<file path="config.mk">
export PLATFORM = sky130hd
export DESIGN_NAME = fetch_prefetch_queue
export DESIGN_NICKNAME = d
export VERILOG_FILES = /design/src/rtl/fetch_prefetch_queue.sv
export SDC_FILE = /design/constraint.sdc
export NUM_CORES = 1
export LEC_CHECK = 0
export ABC_AREA = 1
export CORE_UTILIZATION = 60
export DETAILED_ROUTE_END_ITERATION = 16
export PLACE_DENSITY = 0.84
export SYNTH_ARGS = -nofsm -noshare
export SYNTH_HDL_FRONTEND = slang
export SYNTH_SLANG_ARGS = --single-unit
</file>
<file path="constraint.sdc">
create_clock -name clock -period 11.28 [get_ports clock]
set_clock_uncertainty 0.2 [all_clocks]
set_input_delay 1.692 -clock clock [delete_from_list [all_inputs] [get_ports clock]]
set_output_delay 1.692 -clock clock [all_outputs]
set_load 0.005 [all_outputs]
</file>
<file path="src/rtl/fetch_prefetch_queue.sv">
// fetch_prefetch_queue: instruction-fetch front end ahead of the IF/ID register.
// Generates sequential fetch PCs, issues valid/ready requests to an in-order
// instruction memory, and buffers {pc, instr} pairs in a DEPTH-entry FIFO whose
// head is presented to decode. A redirect flushes the FIFO, restarts fetch at
// redirect_pc and discards every response still in flight.
// The number of FIFO entries plus requests in flight never exceeds DEPTH, so a
// returning response always finds room.
// Optional feature: define FETCH_BYPASS_EN to let a response that arrives while
// the FIFO is empty go straight to the outputs in the same cycle.
module fetch_prefetch_queue #(
  parameter int                 ADDR_W   = 32,
  parameter int                 INS_W    = 32,
  parameter int                 DEPTH    = 4,
  parameter logic [ADDR_W-1:0]  RESET_PC = '0
) (
  input  logic              clock,
  input  logic              reset,
  input  logic              redirect_valid,
  input  logic [ADDR_W-1:0] redirect_pc,
  input  logic              out_ready,
  output logic              out_valid,
  output logic [ADDR_W-1:0] out_pc,
  output logic [INS_W-1:0]  out_instr,
  output logic              imem_req_valid,
  input  logic              imem_req_ready,
  output logic [ADDR_W-1:0] imem_req_addr,
  input  logic              imem_resp_valid,
  input  logic [INS_W-1:0]  imem_resp_data
);

  localparam int CNT_W = $clog2(DEPTH + 1);
  localparam int PTR_W = $clog2(DEPTH);

  localparam logic [CNT_W:0]    DEPTH_CAP = (CNT_W + 1)'(DEPTH);
  localparam logic [CNT_W-1:0]  CNT_ONE   = CNT_W'(1);
  localparam logic [PTR_W-1:0]  PTR_ONE   = PTR_W'(1);
  localparam logic [ADDR_W-1:0] PC_STEP   = ADDR_W'(4);

  // Fetch state
  logic [ADDR_W-1:0] fetch_pc;
  logic [ADDR_W-1:0] pc_of_next_resp;
  logic [CNT_W-1:0]  outstanding;
  logic [CNT_W-1:0]  drop_cnt;

  // FIFO state
  logic [CNT_W-1:0]  count;
  logic [PTR_W-1:0]  rd_ptr;
  logic [PTR_W-1:0]  wr_ptr;
  logic [ADDR_W-1:0] pc_mem  [DEPTH];
  logic [INS_W-1:0]  ins_mem [DEPTH];

  // Per-cycle decode
  logic [CNT_W:0]    in_use;
  logic              req_fire;
  logic              resp_keep;
  logic              fifo_empty;
  logic              bypass;
  logic              push;
  logic              pop;
  logic [CNT_W-1:0]  resp_dec;

  // Request credit, response disposition and FIFO handshakes for this cycle.
  always_comb begin
    // NOTE: every signal driven here gets a default first, so no path can leave it unassigned and infer a latch.
    in_use         = {1'b0, count} + {1'b0, outstanding};
    imem_req_valid = !reset && !redirect_valid && (in_use < DEPTH_CAP);
    imem_req_addr  = fetch_pc;
    req_fire       = imem_req_valid && imem_req_ready;
    resp_keep      = imem_resp_valid && !redirect_valid && (drop_cnt == '0);
    resp_dec       = {{(CNT_W-1){1'b0}}, imem_resp_valid};
    fifo_empty     = (count == '0);
`ifdef FETCH_BYPASS_EN
    bypass         = !reset && resp_keep && fifo_empty && out_ready;
`else
    bypass         = 1'b0;
`endif
    push           = resp_keep && !bypass;
    pop            = !fifo_empty && out_ready && !redirect_valid;
  end

  // Head of the FIFO to decode; zero when nothing is valid.
  always_comb begin
    out_valid = 1'b0;
    out_pc    = '0;
    out_instr = '0;
    if (!fifo_empty) begin
      out_valid = 1'b1;
      out_pc    = pc_mem[rd_ptr];
      out_instr = ins_mem[rd_ptr];
    end
`ifdef FETCH_BYPASS_EN
    else if (bypass) begin
      out_valid = 1'b1;
      out_pc    = pc_of_next_resp;
      out_instr = imem_resp_data;
    end
`endif
  end

  // Fetch PC, response PC tracking, credit counters and FIFO pointers.
  always_ff @(posedge clock or posedge reset) begin
    // NOTE: state registers use non-blocking assignments so every flop samples pre-edge values regardless of statement order.
    if (reset) begin
      fetch_pc        <= RESET_PC;
      pc_of_next_resp <= RESET_PC;
      outstanding     <= '0;
      drop_cnt        <= '0;
      count           <= '0;
      rd_ptr          <= '0;
      wr_ptr          <= '0;
    end else if (redirect_valid) begin
      // Everything still in flight belongs to the old path and is dropped.
      fetch_pc        <= redirect_pc;
      pc_of_next_resp <= redirect_pc;
      outstanding     <= outstanding - resp_dec;
      drop_cnt        <= outstanding - resp_dec;
      count           <= '0;
      rd_ptr          <= '0;
      wr_ptr          <= '0;
    end else begin
      if (req_fire) begin
        fetch_pc <= fetch_pc + PC_STEP;
      end
      if (resp_keep) begin
        pc_of_next_resp <= pc_of_next_resp + PC_STEP;
      end
      if (imem_resp_valid && (drop_cnt != '0)) begin
        drop_cnt <= drop_cnt - CNT_ONE;
      end
      case ({req_fire, imem_resp_valid})
        2'b10:   outstanding <= outstanding + CNT_ONE;
        2'b01:   outstanding <= outstanding - CNT_ONE;
        default: outstanding <= outstanding;
      endcase
      case ({push, pop})
        2'b10:   count <= count + CNT_ONE;
        2'b01:   count <= count - CNT_ONE;
        default: count <= count;
      endcase
      if (push) begin
        wr_ptr <= wr_ptr + PTR_ONE;
      end
      if (pop) begin
        rd_ptr <= rd_ptr + PTR_ONE;
      end
    end
  end

  // FIFO payload storage.
  always_ff @(posedge clock) begin
    // NOTE: the payload arrays are not reset; count gates every read, so their contents after reset never reach the outputs.
    if (push) begin
      pc_mem[wr_ptr]  <= pc_of_next_resp;
      ins_mem[wr_ptr] <= imem_resp_data;
    end
  end

  // The credit rule must make a push into a full FIFO impossible.
  no_overflow: assert property (@(posedge clock) disable iff (reset)
    !(push && !pop && (count == CNT_W'(DEPTH))));

endmodule

</file>
==> reports/results.tsv <==
metric	value	unit
clock buffer count from CTS	31	
Seq/Total Area, Yosys	63.9	%
Critical Path Start Type	flop	
post-route cell area	18000	um^2
commonest non-fill, non-tap cell in the layout	nor2_1	
WL met3	2920	um
M1 WL	14800	um
Setup WS post-layout	5.62	ns
Pwr Density	205	nW/um^2
VDD IR max	0.195	mV
ratio of cells with drive above 1 in the final layout	5.06	%
WL met2	17400	um
routed vias	11700	
first drt pass iteration count	5	
Max Clock Freq	0.177	GHz
MaxCap Viol Count	0	
clock buffer depth	3	
Worst-path clk slew	0.06	ns
worst min-delay path class	flop to flop	
DRT Wirelength	36300	um
most frequent cells in the layout	321 x nor2_1, 275 x nand2_1, 256 x edfxtp_1	
Lkg Pwr	6.74	nW
Placed Area	17000	um^2
status	finished, final reports clean	
root buffer cell	clkbuf_16	
Finished Core Util	73.4	%
routed len/inst	17.9	um
critical-path cell list	inv_2 > buf_4 > o21ai_0 > a21oi_1 > clkdlybuf4s50_1	
uppermost layer routed	met4	
unrepaired setup endpoints after global routing	no	
post-cts repair resize count	0	
first-pass GRT wire length	57300	um
Routed Antenna Nets	0	
setup violators final	0	
CP max FO	67	
worst path required time	9.39	ns
largest net degree at the start of global routing	79	
routability cong.	0.994	
Syn Area/Cell	9.84	um^2
port bufs	167	
Place WS	5.64	ns
antenna cell count	0	
cells after synthesis	1530	
Die ar.	25700	um^2
number of global-route vias before repair	11500	
setup TNS	0	ns
via-per-instance ratio	5.77	
initial antenna violation count	0	
Crit path largest cell delay	0.77	ns
core footprint	24500	um^2
detailed placement HPWL	22800	um
Critical Path AT	3.77	ns
Die Span X	160	um
post-synthesis net count	1614	
total power	3.67	mW
dpl cells	1968	
CTS tree	done	
Initial DRC Count	1119	
io pins	168	
Final Hold Viols	0	
Synth cell types	37	
Slew Limit Fails	0	
number of H-tree levels	1	
Die Ht	160	um
CP max-delay cell	inv_2	
kind of critical path	flop to output port	
Tcrit/Tclk final	50.2	%
Layout area overhead	19.2	%
Initial Util	61.5	%
relative slew slack	33.0	%
YS warnings	0	
GRT Residual Overflow	0	
Mapped Area	15100	um^2
cts-stage hold buffer count	0	
Site Rows	57	
Skew-Pair Late Insertion Delay	0.55	ns
hold slack final	0.303	ns
number of synthesized register bits	333	
Final Critical Period	5.66	ns
final net count	1761	
crit path capture type	output port	
Layout Cells excl Fill	2025	
Sink Count	333	
Worst Max-Slew Pin Slew	1.01	ns
gr usage total	28.3	%
Post-CTS Setup Bufs	0	
DRC	0	
-- critical path, delay by kind of cell, from the launching register on --
kind	cells	cell delay (ns)
AOI/OAI and AO/OA	2	0.50
DFF	1	0.70
buffers and inverters	3	1.98
-- per-layer routing --
metal	global-route usage, %	vias to the layer above
met1	37.7	5540
met5	0	-
li1	-	5468
met2	47.8	598
met3	3.43	84
met4	11.0	0
-- cells in the mapped netlist --
cell      count  area share (%)
nor2_1      325             8.1
clkinv_1      1           0.025
inv_1        96             2.4
o21ai_0     170             5.7
nor3_1       16            0.53
nand4_1       8            0.33
fa_1          2            0.27
nor3b_1       3            0.15
inv_2         6            0.15
dfrtp_1      77              13
or2_2         2           0.083
nand3_1      61             2.0
o21ai_1       6            0.20
nand2_2       5            0.21
a22oi_1       2            0.10
buf_1        12            0.30
nand2_1     275             6.9
a31oi_1       2           0.083
o221ai_1      4            0.23
a21oi_1      74             2.5
o21bai_1      4            0.20
buf_4         2            0.10
ha_1         12             1.0
nand3_2       3            0.20
nand3b_2      1           0.075
buf_2        22            0.73
clkbuf_1     28            0.70
xnor2_1       4            0.23
o211ai_1     15            0.75
and3_1        1           0.042
nand3b_1      5            0.25
nor2_4        3            0.22
nand4_2       1           0.083
edfxtp_1    256              51
nor2_2        7            0.29
xor2_1       17            0.99
nor3_2        2            0.13
-- worst paths after layout --
kind / cells past startpoint / to / start / slack, ns
hold / removal: 2 / imem_req_addr[0] / imem_req_addr[0] / 0.30
setup reg to reg: 5 / pc_mem[2][10] / drop_cnt[0] / 8.13
min in group asynchronous: 2 / rd_ptr[0] / reset / 1.13
hold reg to reg: 2 / imem_req_addr[0] / imem_req_addr[0] / 0.30
setup / recovery: 5 / out_pc[13] / rd_ptr[0] / 5.62
max in group asynchronous: 3 / rd_ptr[1] / reset / 8.56
-- cell families (layout without fill, tap and decap cells) --
family,after synthesis,after routing,synth area share [%]
AOI/OAI and AO/OA,277,277,9.67
xor gates and xnor gates,21,21,1.22
adders and majority gates,14,14,1.26
buffers and inverters,167,338,4.40
DFF,333,333,63.9
and+or+nand+nor,718,718,19.6
-- final cells by class --
class                           instances  area, um^2
Fill cell                            1634        6510
Clock inverter                         10         121
Multi-Input combinational cell       1030        4810
Tap cell                              324         405
Inverter                              103         387
Clock buffer                           47         856
Sequential cell                       333        9620
Timing Repair Buffer                  178        1750
-- power breakdown --
| group | switching [mW] | internal, mW | total [mW] | leakage (nW) |
|---|---|---|---|---|
| clock network | 0.421 | 0.588 | 1.01 | 0.467 |
| logic | 0.601 | 0.516 | 1.12 | 3.02 |
| registers | 0.122 | 1.42 | 1.55 | 3.24 |
-- state kept, by name, indices dropped and copies added, names as in the netlist --
register and count:
ins_mem 128, pc_mem 128, imem_req_addr 32, pc_of_next_resp 32
count 3, drop_cnt 3, outstanding 3, rd_ptr 2
wr_ptr 2
Power figures use the tool's default switching activity.
